**src/rtl/inst_fetch_queue_pkg.sv**
```systemverilog
// Shared types and constants for the instruction fetch queue and its optional
// static predictor (enabled with the BRANCH_PREDICT_EN macro).
package inst_fetch_queue_pkg;

  typedef logic [31:0] ins_t;
  typedef logic [31:0] addr_t;

  localparam logic [31:0] ZERO_WORD  = 32'h0;
  localparam logic [6:0]  OPCODE_JAL = 7'b1101111;
  localparam logic [6:0]  OPCODE_BR  = 7'b1100011;

  typedef enum logic [1:0] {
    IQ_IDLE    = 2'd0,
    IQ_BUSY    = 2'd1,
    IQ_DISCARD = 2'd2
  } iq_state_e;

  function automatic logic [6:0] opcode_of(input ins_t inst);
    return inst[6:0];
  endfunction

  function automatic addr_t j_imm(input ins_t inst);
    return {{12{inst[31]}}, inst[19:12], inst[20], inst[30:21], 1'b0};
  endfunction

  function automatic addr_t b_imm(input ins_t inst);
    return {{20{inst[31]}}, inst[7], inst[30:25], inst[11:8], 1'b0};
  endfunction

endpackage

```
**src/rtl/inst_fetch_queue_if.sv**
```systemverilog
// Bundle of the fetch-queue buses: memory request/response, decoder head
// port and commit-side rollback. master = fetch queue, slave = its environment.
interface inst_fetch_queue_if;
  import inst_fetch_queue_pkg::*;

  logic  rdy;
  logic  fetch_req;
  addr_t fetch_addr;
  logic  mem_inst_valid;
  ins_t  mem_inst;
  logic  iq_valid;
  ins_t  iq_inst;
  addr_t iq_pc;
  logic  iq_pred_taken;
  logic  iq_pop;
  logic  rollback_en;
  addr_t rollback_pc;

  modport master (
    input  rdy, mem_inst_valid, mem_inst, iq_pop, rollback_en, rollback_pc,
    output fetch_req, fetch_addr, iq_valid, iq_inst, iq_pc, iq_pred_taken
  );

  modport slave (
    output rdy, mem_inst_valid, mem_inst, iq_pop, rollback_en, rollback_pc,
    input  fetch_req, fetch_addr, iq_valid, iq_inst, iq_pc, iq_pred_taken
  );

endinterface

```
**src/rtl/inst_fetch_queue_static_predictor.sv**
```systemverilog
// Combinational predecode: JAL and backward branches predicted taken.
// Only built when BRANCH_PREDICT_EN is defined.
`ifdef BRANCH_PREDICT_EN
module static_predictor
  import inst_fetch_queue_pkg::*;
(
  input  ins_t  i_inst,
  input  addr_t i_pc,
  output logic  o_pred,
  output addr_t o_next_pc
);

  always_comb begin
    o_pred    = 1'b0;
    o_next_pc = i_pc + 32'd4;
    if (opcode_of(i_inst) == OPCODE_JAL) begin
      o_pred    = 1'b1;
      o_next_pc = i_pc + j_imm(i_inst);
    end else if (opcode_of(i_inst) == OPCODE_BR && i_inst[31]) begin
      o_pred    = 1'b1;
      o_next_pc = i_pc + b_imm(i_inst);
    end
  end

endmodule
`endif

```
**src/rtl/inst_fetch_queue.sv**
```systemverilog
// Instruction fetch queue: one-outstanding fetch FSM feeding a circular buffer
// of {inst, pc[, pred]}. Static prediction enabled by BRANCH_PREDICT_EN.
module inst_fetch_queue
  import inst_fetch_queue_pkg::*;
#(
  parameter int    IQ_DEPTH = 16,
  parameter addr_t RESET_PC = 32'h0
) (
  input  logic                clk,
  input  logic                rst_n,
  inst_fetch_queue_if.master  bus
);

  localparam int PW = $clog2(IQ_DEPTH);
  localparam int CW = PW + 1;

  iq_state_e      r_state;
  addr_t          r_pc;
  addr_t          r_fetch_addr;
  logic           r_fetch_req;
  logic [PW-1:0]  r_head;
  logic [PW-1:0]  r_tail;
  logic [CW-1:0]  r_count;
  ins_t           r_inst_mem [IQ_DEPTH];
  addr_t          r_pc_mem   [IQ_DEPTH];

  logic  w_iq_valid;
  logic  w_live;
  logic  w_push;
  logic  w_pop;
  logic  w_issue;
  addr_t w_next_pc;

  assign w_iq_valid = (r_count != '0);
  assign w_live     = bus.rdy && !bus.rollback_en;
  assign w_push     = w_live && (r_state == IQ_BUSY) && bus.mem_inst_valid;
  assign w_pop      = w_live && bus.iq_pop && w_iq_valid;
  // Issuing only happens from IDLE, so no request is outstanding in this check.
  assign w_issue    = w_live && (r_state == IQ_IDLE) && (r_count < CW'(IQ_DEPTH));

`ifdef BRANCH_PREDICT_EN
  logic w_pred;
  logic r_pred_mem [IQ_DEPTH];

  static_predictor u_static_predictor (
    .i_inst    (bus.mem_inst),
    .i_pc      (r_pc),
    .o_pred    (w_pred),
    .o_next_pc (w_next_pc)
  );

  always_ff @(posedge clk) begin
    if (w_push) r_pred_mem[r_tail] <= w_pred;
  end

  assign bus.iq_pred_taken = w_iq_valid & r_pred_mem[r_head];
`else
  assign w_next_pc         = r_pc + 32'd4;
  assign bus.iq_pred_taken = 1'b0;
`endif

  always_ff @(posedge clk) begin
    if (w_push) begin
      r_inst_mem[r_tail] <= bus.mem_inst;
      r_pc_mem[r_tail]   <= r_pc;
    end
  end

  always_ff @(posedge clk or negedge rst_n) begin
    if (!rst_n) begin
      r_state      <= IQ_IDLE;
      r_pc         <= RESET_PC;
      r_fetch_addr <= ZERO_WORD;
      r_fetch_req  <= 1'b0;
      r_head       <= '0;
      r_tail       <= '0;
      r_count      <= '0;
    end else if (bus.rdy) begin
      r_fetch_req <= 1'b0;
      if (bus.rollback_en) begin
        r_head  <= '0;
        r_tail  <= '0;
        r_count <= '0;
        r_pc    <= bus.rollback_pc;
        // A response coinciding with the flush retires the outstanding request.
        if (r_state == IQ_IDLE || bus.mem_inst_valid) r_state <= IQ_IDLE;
        else                                          r_state <= IQ_DISCARD;
      end else begin
        case (r_state)
          IQ_IDLE: if (w_issue) begin
            r_fetch_req  <= 1'b1;
            r_fetch_addr <= r_pc;
            r_state      <= IQ_BUSY;
          end
          IQ_BUSY: if (bus.mem_inst_valid) begin
            r_tail  <= r_tail + PW'(1);
            r_pc    <= w_next_pc;
            r_state <= IQ_IDLE;
          end
          IQ_DISCARD: if (bus.mem_inst_valid) r_state <= IQ_IDLE;
          default: r_state <= IQ_IDLE;
        endcase
        if (w_pop) r_head <= r_head + PW'(1);
        case ({w_push, w_pop})
          2'b10:   r_count <= r_count + CW'(1);
          2'b01:   r_count <= r_count - CW'(1);
          default: r_count <= r_count;
        endcase
      end
    end
  end

  assign bus.fetch_req  = r_fetch_req & bus.rdy;
  assign bus.fetch_addr = r_fetch_addr;
  assign bus.iq_valid   = w_iq_valid;
  assign bus.iq_inst    = w_iq_valid ? r_inst_mem[r_head] : ZERO_WORD;
  assign bus.iq_pc      = w_iq_valid ? r_pc_mem[r_head]   : ZERO_WORD;

endmodule

```
**src/flat_wrapper.sv**
```systemverilog
// flat-port wrapper written by rule: the top's interface ports become plain ports
module inst_fetch_queue_flat import inst_fetch_queue_pkg::*;
#(
  parameter int    IQ_DEPTH = 16,
  parameter addr_t RESET_PC = 32'h0
)
  (clk, rst_n, bus_rdy, bus_mem_inst_valid, bus_mem_inst, bus_iq_pop, bus_rollback_en, bus_rollback_pc, bus_fetch_req, bus_fetch_addr, bus_iq_valid, bus_iq_inst, bus_iq_pc, bus_iq_pred_taken);
  inst_fetch_queue_if bus_i ();
  input  logic clk;
  input  logic rst_n;
  input wire logic [$bits(bus_i.rdy)-1:0] bus_rdy;
  input wire logic [$bits(bus_i.mem_inst_valid)-1:0] bus_mem_inst_valid;
  input wire logic [$bits(bus_i.mem_inst)-1:0] bus_mem_inst;
  input wire logic [$bits(bus_i.iq_pop)-1:0] bus_iq_pop;
  input wire logic [$bits(bus_i.rollback_en)-1:0] bus_rollback_en;
  input wire logic [$bits(bus_i.rollback_pc)-1:0] bus_rollback_pc;
  output wire logic [$bits(bus_i.fetch_req)-1:0] bus_fetch_req;
  output wire logic [$bits(bus_i.fetch_addr)-1:0] bus_fetch_addr;
  output wire logic [$bits(bus_i.iq_valid)-1:0] bus_iq_valid;
  output wire logic [$bits(bus_i.iq_inst)-1:0] bus_iq_inst;
  output wire logic [$bits(bus_i.iq_pc)-1:0] bus_iq_pc;
  output wire logic [$bits(bus_i.iq_pred_taken)-1:0] bus_iq_pred_taken;
  assign bus_i.rdy = bus_rdy;
  assign bus_i.mem_inst_valid = bus_mem_inst_valid;
  assign bus_i.mem_inst = bus_mem_inst;
  assign bus_i.iq_pop = bus_iq_pop;
  assign bus_i.rollback_en = bus_rollback_en;
  assign bus_i.rollback_pc = bus_rollback_pc;
  assign bus_fetch_req = bus_i.fetch_req;
  assign bus_fetch_addr = bus_i.fetch_addr;
  assign bus_iq_valid = bus_i.iq_valid;
  assign bus_iq_inst = bus_i.iq_inst;
  assign bus_iq_pc = bus_i.iq_pc;
  assign bus_iq_pred_taken = bus_i.iq_pred_taken;
  inst_fetch_queue #(.IQ_DEPTH(IQ_DEPTH), .RESET_PC(RESET_PC)) u_core (.clk(clk), .rst_n(rst_n), .bus(bus_i));
endmodule
```
**config.mk**
```make
export PLATFORM = sky130hd
export DESIGN_NAME = inst_fetch_queue_flat
export DESIGN_NICKNAME = d
export VERILOG_FILES = /design/src/rtl/inst_fetch_queue_pkg.sv /design/src/rtl/inst_fetch_queue_if.sv /design/src/rtl/inst_fetch_queue_static_predictor.sv /design/src/rtl/inst_fetch_queue.sv /design/src/flat_wrapper.sv
export SDC_FILE = /design/constraint.sdc
export NUM_CORES = 1
export LEC_CHECK = 0
export ABC_AREA = 1
export CAP_MARGIN = 0
export CORE_MARGIN = 2
export CORE_UTILIZATION = 40
export DETAILED_ROUTE_END_ITERATION = 7
export HOLD_SLACK_MARGIN = 0.06
export PLACE_DENSITY = 0.66
export SLEW_MARGIN = 10
export SYNTH_ARGS = -nofsm -noshare
export SYNTH_HDL_FRONTEND = slang
export SYNTH_SLANG_ARGS = --single-unit
```
**constraint.sdc**
```tcl
create_clock -name clk -period 5.3 [get_ports clk]
set_clock_uncertainty 0.1 [all_clocks]
set_input_delay 0.53 -clock clk [delete_from_list [all_inputs] [get_ports clk]]
set_output_delay 0.53 -clock clk [all_outputs]
set_load 0.01 [all_outputs]
```
* Yosys cells after proc, flatten, opt, wreduce, memory -nomap -nowiden
Memory sizes are Yosys's and may differ from the RTL's. Index checks and enable logic that the tools add are counted.
Word-level totals: memories 2, output and inout port bits 99, register bits 80, input port bits 70, RAM bits 1024
Memories:
- u_core.r_inst_mem | depth 16, width 32, rd ports 1, clocked after Yosys merged registers in 0, wr ports 1, RTL line inst_fetch_queue.sv:24 | ins_t r_inst_mem [IQ_DEPTH];
- u_core.r_pc_mem | depth 16, width 32, rd ports 1, clocked after Yosys merged registers in 0, wr ports 1, RTL line inst_fetch_queue.sv:25 | addr_t r_pc_mem [IQ_DEPTH];
Operators by class: reductions and logical operators 21, bitwise logic cells 2, add/sub/neg operators 5, equality and inequality tests 6, order comparisons 1, mux-type cells 22
Operators with widths (count):
- two-way mux 32 bit | 5
- adder 32 x 3 -> 32 bit, second input constant | 1
- two-way mux 4 bit | 5
- one-hot mux 5 bit (2 select lines) | 1
- adder 4 x 1 -> 4 bit, second input constant | 2
- two-way mux 2 bit | 4
- logical AND 1 bit | 7
- AND reduction 3 bit | 2
- nonzero test 2 bit | 3
- adder 5 x 1 -> 5 bit, second input constant | 1
- < comparator 5 bit, second input constant | 1
- two-way mux 1 bit | 5
- two-way mux 5 bit | 1
- nonzero test 5 bit | 1
- subtractor 5 x 1 -> 5 bit, second input constant | 1
- == test 2 x 1 -> 1 bit, second input constant | 2
- == test 2 bit, second input constant | 2
- one-hot mux 2 bit (2 select lines) | 1
- AND reduction 2 bit | 2
- AND reduction 4 bit | 1
- != test 3 x 1 -> 1 bit, second input constant | 1
- != test 3 x 2 -> 1 bit, second input constant | 1
- nonzero test 3 bit | 1
- logical NOT 2 bit | 1
- other kinds (5) | 5

* Logic depth before layout (Yosys ltp)
depth after elaboration 7, gate-level depth with buffers 15

* Least setup slack after synthesis
OpenSTA, ideal clock, no wires.
path type input to register, from input port bus_rdy, to memory u_core.r_inst_mem[0][0] in the netlist's numbering, enable pin, path slack 0.884 ns, arrival time 3.830 ns, stages on the path 5, cells stage by stage buf_4 > nand4_2 > inv_1 > nand2_1 > nor2_1
Between the ends: longest elaborated chain between the ends 5
Ends and longest elaborated chain:
- from (decl) | RTL line flat_wrapper.sv:11 | input wire logic [$bits(bus_i.rdy)-1:0] bus_rdy;
- logical AND 1 bit | RTL line inst_fetch_queue.sv:35 | assign w_live = bus.rdy && !bus.rollback_en;
- logical AND 1 bit (2 in a row) | RTL line inst_fetch_queue.sv:36 | assign w_push = w_live && (r_state == IQ_BUSY) && bus.mem_inst_valid;
- two-way mux 1 bit | RTL line inst_fetch_queue.sv:63 | if (w_push) begin
- two-way mux 1 bit (not written as such) | RTL line inst_fetch_queue.sv:64 | r_inst_mem[r_tail] <= bus.mem_inst;
- to (decl) | RTL line inst_fetch_queue.sv:24
No other way between the ends.

* Final worst setup path
from register u_core.r_head[0], to output port bus_iq_pc[21]
Between the ends: longest elaborated chain between the ends 2
Ends and longest elaborated chain:
- from (decl) | RTL line inst_fetch_queue.sv:21 | logic [PW-1:0] r_head;
- from (signal assigned) | RTL line inst_fetch_queue.sv:103 | if (w_pop) r_head <= r_head + PW'(1);
- memory read (16 x 32 bit)
- two-way mux 32 bit | RTL line inst_fetch_queue.sv:117 | assign bus.iq_pc = w_iq_valid ? r_pc_mem[r_head] : ZERO_WORD;
- to (decl) | RTL line flat_wrapper.sv:21 | output wire logic [$bits(bus_i.iq_pc)-1:0] bus_iq_pc;
No other way between the ends.

==> summary.md <==
| Metric | Value |
|---|---|
| Status | `complete, no violations` |
| Drt pass-1 iters | `6` |
| Multiplexer share of the synthesized area | `0%` |
| Largest net degree at the start of global routing | `223` |
| PD cells | `436 nW/µm²` |
| GPL Wtd Cong | `0.863` |
| Data arrival, critical path | `4.21 ns` |
| # rows | `121` |
| Die Y | `335 µm` |
| RR Endpoint | `u_core.r_inst_mem[3][3]` |
| H-tree levels | `3` |
| GRT overflow | `0` |
| Max_slew headroom | `24.2%` |
| Synth Register Bits | `1104` |
| Synth warnings | `0` |
| Slew Limit Fails | `0` |
| Mapped Nets | `3401` |
| Sequential share of the synthesized area | `74.5%` |
| Routed vias/inst | `5.79` |
| Final wirelength | `117000 µm` |
| Syn_area_per_cell | `13.2 µm²` |
| Synth Area in XOR/XNOR | `0.219%` |
| Die Wd | `335 µm` |
| Post-route ant nets | `0` |
| Max-cap violations | `0` |
| Min cycle time layout | `4.84 ns` |
| Initial core utilization | `40.4%` |
| Mapped Area | `43900 µm²` |
| Deepest clock path buffer count | `3` |
| Adder-cell share of the synthesized area | `0.285%` |
| Initial antenna violation count | `2` |
| Netlist cell types | `38` |
| Final setup TNS | `0 ns` |
| Critical path capture point type | `output pin` |
| CTS root buf | `clkbuf_16` |
| Layout cells sized above 1 | `6.83%` |
| Total track usage | `20.4%` |
| VDD IR max | `424 µV` |
| FMAX | `0.207 GHz` |
| Post-cts resize count | `0` |
| CTS buffer count | `109` |
| Initial DRC count | `3487` |
| WP data required | `4.67 ns` |
| Core ar. | `109000 µm²` |
| Residual DRC | `0` |
| IO Port Bufs | `167` |
| Cells on worst reg2reg path | `7` |
| CP max FO | `183` |
| Average wire per standard cell | `23.7 µm` |
| First-pass GRT wire length | `174000 µm` |
| Crit Reg-Reg Startpoint | `u_core.r_state[1]` |
| Clock sink count | `1104` |
| Routed vias | `28525` |
| Slew at the pin with the worst max-slew slack | `1.14 ns` |
| R2r setup slk | `2.08 ns` |
| Compound-Gate Fraction of Synth Area | `14.0%` |
| RSZ-0062 raised after global routing | `false` |
| Largest family of logic cells by synthesized area | `compound AO/OA/AOI/OAI gates` |
| Hpwl dp | `57400 µm` |
| Clock Pin Slew Worst Setup and Hold Paths | `0.07 ns` |
| CTS tree | `done` |
| Static Leak | `16.2 nW` |
| Crit path kind | `flop to output pin` |
| Die area | `113000 µm²` |
| Final setup fails | `0` |
| Simple-Gate Fraction of Synth Area | `7.78%` |
| Worst setup SP type | `flop` |
| Hold Path Class | `input pin to async pin` |
| Total power draw | `22.0 mW` |
| I/O pin cnt | `169` |
| Later-pin clock latency in the skew report | `0.68 ns` |
| Syn Inst Count | `3321` |
| Number of global-route vias before repair | `27453` |
| Post-route clock period utilization | `91.3%` |
| Final hold vios | `0` |
| Final nets | `3500` |
| Synth-to-Final Area Change | `15.2%` |
| CP Launch Point | `u_core.r_head[0]` |
-- cell usage after synthesis --
cell type  count  area share, %
a31oi_1        2          0.028
nor4_1         1          0.014
nand3b_1       1          0.017
inv_1         71           0.61
xor2_1        11           0.22
buf_2         45           0.51
nand3_2        1          0.023
inv_6          1          0.020
or2_2          2          0.028
a21oi_1       76           0.87
o211ai_1      82            1.4
o21ai_1       74           0.84
nor3b_1        1          0.017
nor3_4         1          0.037
o21ai_0      518            5.9
buf_1          4          0.034
nor2_2         3          0.043
nand2b_1       1          0.014
o221ai_1     179            3.6
edfxtp_1    1024             70
nor2_1       569            4.9
buf_4         27           0.46
clkbuf_1     154            1.3
inv_2          2          0.017
nand4_1       11           0.16
conb_1         1         0.0085
clkbuf_2       1          0.011
o22ai_1       94            1.3
nor3_1        15           0.17
nand4_2        1          0.028
a21o_1         1          0.017
buf_6          8           0.21
and3_1         1          0.014
dfrtp_1       80            4.6
o31ai_1        1          0.017
nand3_1       85           0.97
ha_1          10           0.28
nand2_1      162            1.4
-- layout by cell type, fill, tap and decap left out, types with 3 or more instances in the layout --
master           instances
edfxtp_1              1024
nor2_1                 553
o21ai_0                518
o221ai_1               179
clkdlybuf4s50_1        166
nand2_1                162
clkbuf_16              110
o22ai_1                 94
nand3_1                 84
o211ai_1                82
a21oi_1                 76
dfrtp_1                 76
o21ai_1                 74
inv_1                   69
buf_4                   39
clkbuf_1                31
clkinv_1                28
buf_12                  21
nor2_4                  16
clkinv_2                16
nor3_1                  15
nand4_1                 11
xor2_1                  11
ha_1                    10
bufinv_16                9
inv_6                    4
dfrtp_4                  4
inv_16                   3
inv_4                    3
nor2_2                   3
clkinvlp_4               3
-- registers in the layout, indices dropped and copies added, names as in the netlist --
signal and flops:
u_core.r_head 4, u_core.r_tail 4, u_core.r_count 5, u_core.bus.fetch_addr 32, u_core.r_pc 32, u_core.r_pc_mem 512
u_core.r_state 2, u_core.r_fetch_req 1, u_core.r_inst_mem 512
-- critical path: stages (launching register included) --
cell	delay, ns
dfrtp_4	0.52
buf_12	0.58
buf_4	0.64
o21ai_0	0.19
o221ai_1	0.22
o211ai_1	0.11
a21oi_1	0.50
clkdlybuf4s50_1	0.65
-- worst max path at each step --
stage	end	depth (start not counted)
3_3_place_gp	bus_iq_pc[22]	7
5_1_grt	bus_iq_pc[21]	7
6_report	bus_iq_pc[21]	7
3_5_place_dp	bus_iq_pc[21]	7
2_1_floorplan	u_core.r_inst_mem[0][0]	5
4_1_cts	bus_iq_pc[21]	7
-- cells by family (layout without fill, tap and decap cells) --
group / Yosys count / after routing
DFF: 1104 / 1104
and+or+nand+nor: 855 / 855
other: 1 / 2
buffers and inverters: 313 / 506
AOI/OAI and AO/OA: 1027 / 1027
adders and majority gates: 10 / 10
xor gates and xnor gates: 11 / 11
-- report_power, final --
part	total [mW]	switching [mW]	internal [mW]
combinational	3.86	2.51	1.34
sequential	10.7	0.589	10.1
clock	7.53	3.26	4.27
-- what timing repair did --
action                                 4_1_cts  5_1_grt
hold buffers                                 1        0
endpoints found under the hold margin       41        0
buffers inserted                             0        0
-- routing by layer --
metal	track usage (%)	vias up	share of wire, %
li1	-	12760	-
met1	29.4	14337	44
met2	31.9	1237	46
met3	3.63	189	8.4
met4	5.43	2	2.3
met5	0	-	0.0060
-- metrics by stage --
stage | hold slack, ns | area, µm² | worst slack, ns | instances | util (%)
final | 0.288 | 50600 | 0.461 | 4929 | 46.5
after CTS | 0.289 | 50600 | 0.506 | 4928 | 46.5
after detailed placement | 0.374 | 47100 | 1.24 | 4722 | 43.3
after global routing | 0.314 | 50600 | 0.272 | 4929 | 46.5
after floorplan | 0.134 | 43900 | 0.884 | 3321 | -
after global placement | 0.372 | 47100 | 1.26 | 4722 | 43.3
-- layout make-up --
cell class / instances / area (µm²)
well taps: 1414 / 1770
fillers: 9332 / 58200
clock inverters: 64 / 594
inverters: 74 / 309
repair buffers: 227 / 2380
multi-input cells: 1904 / 9910
flip-flops and latches: 1104 / 32800
clock buffers: 141 / 2870
diodes: 1 / 2.50
Power figures use the tool's default switching activity.
